===== src/rtl/shift_chain_arb.sv =====
// ============================================================================
// Module   : shift_chain_arb
// Purpose  : Two-requester arbiter/sequencer for an external DEPTH-stage serial
//            DFF chain; optional fixed priority via SHIFT_CHAIN_ARB_PRIO_EN.
// Revision : 1.0
// ============================================================================
`default_nettype none

module shift_chain_arb #(
  parameter int WIDTH = 8,
  parameter int DEPTH = 3
) (
  input  logic             clk,
  input  logic             rst_n,
  input  logic             req0_valid,
  input  logic [WIDTH-1:0] req0_data,
  output logic             req0_ready,
  input  logic             req1_valid,
  input  logic [WIDTH-1:0] req1_data,
  output logic             req1_ready,
  output logic             ser_d,
  input  logic             ser_q,
  output logic             resp_valid,
  output logic             resp_id,
  output logic [WIDTH-1:0] resp_data,
  input  logic             resp_ready,
  output logic             busy
);

  localparam int CNT_W = $clog2(WIDTH + DEPTH);
  localparam logic [CNT_W-1:0] C_LAST  = CNT_W'(WIDTH + DEPTH - 1);
  localparam logic [CNT_W-1:0] C_WIDTH = CNT_W'(WIDTH);
  localparam logic [CNT_W-1:0] C_DEPTH = CNT_W'(DEPTH);

  localparam logic [1:0] C_IDLE = 2'd0;
  localparam logic [1:0] C_RUN  = 2'd1;
  localparam logic [1:0] C_RESP = 2'd2;

  logic [1:0]       state_q, state_d;
  logic [CNT_W-1:0] cnt_q;
  logic [WIDTH-1:0] tx_q;
  logic [WIDTH-1:0] rx_q;
  logic             id_q;
  logic             w_gnt_id;
  logic             w_accept;

`ifdef SHIFT_CHAIN_ARB_PRIO_EN
  assign w_gnt_id = ~req0_valid;
`else
  logic ptr_q;

  // With both valid, the requester that did not win last time goes next.
  assign w_gnt_id = (req0_valid & req1_valid) ? ~ptr_q : req1_valid;

  always_ff @(posedge clk or negedge rst_n) begin
    if (!rst_n) begin
      ptr_q <= 1'b1;
    end else if (w_accept) begin
      ptr_q <= w_gnt_id;
    end
  end
`endif

  assign w_accept = req0_ready | req1_ready;

  always_ff @(posedge clk or negedge rst_n) begin
    if (!rst_n) begin
      state_q <= C_IDLE;
    end else begin
      state_q <= state_d;
    end
  end

  always_comb begin
    state_d = state_q;
    case (state_q)
      C_IDLE:  if (w_accept) state_d = C_RUN;
      C_RUN:   if (cnt_q == C_LAST) state_d = C_RESP;
      C_RESP:  if (resp_ready) state_d = C_IDLE;
      default: state_d = C_IDLE;
    endcase
  end

  always_comb begin
    req0_ready = 1'b0;
    req1_ready = 1'b0;
    ser_d      = 1'b0;
    if (state_q == C_IDLE) begin
      req0_ready = req0_valid & ~w_gnt_id;
      req1_ready = req1_valid &  w_gnt_id;
    end
    if ((state_q == C_RUN) && (cnt_q < C_WIDTH)) begin
      ser_d = tx_q[WIDTH-1];
    end
    resp_valid = (state_q == C_RESP);
    busy       = (state_q != C_IDLE);
    resp_id    = id_q;
    resp_data  = rx_q;
  end

  // The first DEPTH chain outputs of a run are stale, so capture starts at cnt=DEPTH.
  always_ff @(posedge clk or negedge rst_n) begin
    if (!rst_n) begin
      cnt_q <= '0;
      tx_q  <= '0;
      rx_q  <= '0;
      id_q  <= 1'b0;
    end else begin
      case (state_q)
        C_IDLE: begin
          if (w_accept) begin
            tx_q  <= w_gnt_id ? req1_data : req0_data;
            id_q  <= w_gnt_id;
            cnt_q <= '0;
          end
        end
        C_RUN: begin
          tx_q  <= {tx_q[WIDTH-2:0], 1'b0};
          cnt_q <= cnt_q + 1'b1;
          if (cnt_q >= C_DEPTH) begin
            rx_q <= {rx_q[WIDTH-2:0], ser_q};
          end
        end
        default: begin
        end
      endcase
    end
  end

endmodule

`default_nettype wire


===== config.mk =====
export PLATFORM = sky130hd
export DESIGN_NAME = shift_chain_arb
export DESIGN_NICKNAME = d
export VERILOG_FILES = /design/src/rtl/shift_chain_arb.sv
export SDC_FILE = /design/constraint.sdc
export NUM_CORES = 1
export LEC_CHECK = 0
export CAP_MARGIN = 20
export CORE_ASPECT_RATIO = 1.75
export CORE_MARGIN = 1
export CORE_UTILIZATION = 45
export DETAILED_ROUTE_END_ITERATION = 8
export HOLD_SLACK_MARGIN = 0.06
export PLACE_DENSITY_LB_ADDON = 0.3
export REMOVE_ABC_BUFFERS = 1
export SLEW_MARGIN = 20
export SYNTH_ARGS = -nofsm -noshare
export SYNTH_HDL_FRONTEND = slang
export SYNTH_SLANG_ARGS = --single-unit
export TNS_END_PERCENT = 1

===== constraint.sdc =====
create_clock -name clk -period 1.8 [get_ports clk]
set_clock_uncertainty 0.2 [all_clocks]
set_input_delay 0.36 -clock clk [delete_from_list [all_inputs] [get_ports clk]]
set_output_delay 0.36 -clock clk [all_outputs]
set_load 0.02 [all_outputs]

==> qor.yml <==
status: "complete, but fails checks"
violations: "negative setup slack"
overflow: 0
combPwrFrac_pct: 51.1
grtUsageMet2_pct: 41.15
die_y_um: 71.44
worst_pin_slew_ps: 296.4
vdd_drop_max_mv: 0.9137
cp-start-kind: "flip-flop"
drt_pass1_iterations: 4
worstPathMaxFanout: 4
fillers: 206
diodes: 0
grt_use_met3_pct: 1.511
clkPwrFrac_pct: 13.0
r2r-start: "state_q[0]"
holdCritPathClass: "in2async"
yosysMostFrequentCell: "dfrtp_1"
sequentialPowerShare_pct: 35.8
crit_start: "state_q[0]"
period_share_pct: 100.1
crit_required_ps: 1240
synth_warnings: 0
vias: 1114
busiest_layer: "met2"
power.internal_mw: 1.749
vias_per_cell: 5.684
synth_cells: 115
cp_slowest_stage_delay_ps: 450
critPathTopFamily: "flip-flops"
gp_congestion: 0.7635
routed_wl_um: 2907
ys_types: 34
path_buf_inv: 1
rsz0062_at_grt: "yes"
path_class: "reg2out"
synthArstFlopShare_pct: 100.0
die_x_um: 41.68
p_sw_mw: 1.065
synth_top_area_share_pct: 46.42
drc_errors: 0
clock.fmax_mhz: 555.1
critPathArrivalTime_ps: 1240
synth_common_cells: "23 x dfrtp_1, 12 x o21ai_0, 8 x mux2_2, 8 x nor2b_1"
yosys_register_bits: 24
cp-end-kind: "output pin"
p_total_mw: 2.815
synth_area_leader_cell: "dfrtp_1"
cts-root-buf: "clkbuf_8"
cp_cell_sequence: "nor2_2, nand2_1, a21oi_1, buf_4"
grt_pass1_wl_um: 4988
antenna_found_initial: 0
ys.flop_type: "dfrtp_1"
finalMaxSlewViolations: 0
synth-edff-count: 0
ys_seq_area_share_pct: 48.54
fp.dieArea_sq_mm: 0.002978
yosys-top-cells-area: "dfrtp_1 46%, mux2_2 7.3%, a221oi_1 4.9%, o21ai_0 4.8%, o31ai_1 4.2%"
clk_latency_ps: 270
cts.sinks: 24
cellLeakagePower_nw: 0.8218
syn_area_sq_mm: 0.001240
cts_tree: "built"
path_clk_slew_ps: 90
io_pins: 36
grt_pass1_vias: 1139
slew_headroom_pct: 80.24
syn2layout_area_growth_pct: 46.72
layout-drive-gt1-share_pct: 30.00
cap_violations: 0
dpl.hpwl_um: 2199
drt_iter0_drc: 18
grt_max_degree: 25
placed_area_sq_mm: 0.001723
powerDensity_mw_per_mm2: 1547
layout.nets: 195
io_buffers: 35
fp-row-count: 24
critical_path.slowest_cell: "dfrtp_2"
grt_use_total_pct: 21.71
finalHoldViolCount: 0
htree_levels: 1
setup-violations-final: 1
detail-route-antenna-nets: 0
initial_core_util_pct: 48.58
fin_ws_ps: -1.540
grt_use_met1_pct: 22.81
sw_frac_of_total_pct: 37.85
syn_area_per_cell_sq_um: 10.78
final_cell_area_sq_mm: 0.001819
cts_buffers: 3
fp.coreArea_sq_mm: 0.002552
wl_per_cell_um: 14.83
cts_buffer_depth: 2
period_needed_ps: 1802
-- per-stage QoR --
| stage | cells | setup WS (ps) | TNS [ps] | hold WS [ps] | util (%) |
|---|---|---|---|---|---|
| CTS | 196 | -35.32 | -35.32 | 256.3 | 70.88 |
| finish | 196 | -1.540 | -1.540 | 241.3 | 71.27 |
| floorplan | 108 | -71.22 | -71.22 | -135.6 | - |
| global route | 196 | -64.99 | -191.5 | 275.8 | 71.27 |
| global placement | 188 | -634.3 | -2688 | 267.9 | 67.50 |
| detailed placement | 188 | -691.8 | -3101 | 281.3 | 67.50 |
-- registers in the layout, summed over array words and instances, names as in the netlist --
signal	cells
state_q	2
resp_data	8
tx_q	8
cnt_q	4
resp_id	1
ptr_q	1
-- logic make-up after synthesis --
kind of cell	synth area share, %
mux	9.688
compound gates	19.58
flops	48.54
fa+ha+maj	2.018
simple gates	15.54
buf+inv	4.641
-- power by group through the flow --
| stage | clock network (mW) | logic [mW] | registers, mW |
|---|---|---|---|
| after floorplan | 0 | 0.704 | 1.11 |
| after global placement | 0 | 1.39 | 0.989 |
| after detailed placement | 0 | 1.45 | 1.01 |
| after CTS | 0.372 | 1.43 | 1.00 |
| after global routing | 0.392 | 1.56 | 1.05 |
| final | 0.367 | 1.44 | 1.01 |
-- worst register-to-register path: stages (launching register included) --
cell      delay (ps)
dfrtp_2          450
buf_4            150
buf_4            160
and2b_2          260
a221oi_1         260
o31ai_1          120
-- path summary, 6_finish.rpt --
check	slack [ps]	cells past startpoint	endpoint
max	-2	4	req0_ready
min	240	2	cnt_q[2]
max reg2reg	80	5	tx_q[5]
min reg2reg	310	1	resp_data[7]
max in group asynchronous	880	2	ptr_q
min in group clk	310	1	resp_data[7]
-- per-layer routing --
layer	routed length [um]	share of wire (%)
met4	99	3.4
met2	1642	56
met1	1056	36
met5	0	0
met3	110	3.8
-- final cells by class --
class                           count  area (sq um)  share of cell area (%)
Inverter                            4         15.01                  0.8253
Multi-Input combinational cell     80         611.8                   33.63
Timing Repair Buffer               58         501.7                   27.58
Tap cell                           26         32.53                   1.788
Sequential cell                    24         603.1                   33.15
Clock buffer                        4         55.05                   3.026
-- cell usage in the layout (no fill, tap or decap), types with 2 or more instances in the layout --
cell type,instances
buf_4,26
dfrtp_1,22
clkdlybuf4s50_1,19
o21ai_0,12
dlygate4sd2_1,10
nor2b_1,8
mux2_2,8
and2_1,7
a221oi_1,7
o31ai_1,7
inv_1,4
nand2_1,4
clkbuf_8,4
mux2i_1,3
a21oi_1,2
nand2b_1,2
nor3_2,2
ha_1,2
-- repair_timing --
action / 4_1_cts / 5_1_grt
endpoints found under the setup margin: 13 / 20
hold buffers: 0 / 0
buffers inserted: 4 / 0
gates resized for setup: 39 / 7
pin swaps: 2 / 1
cloned: 0 / 0
Note: power is estimated with default switching activity, not from simulation.
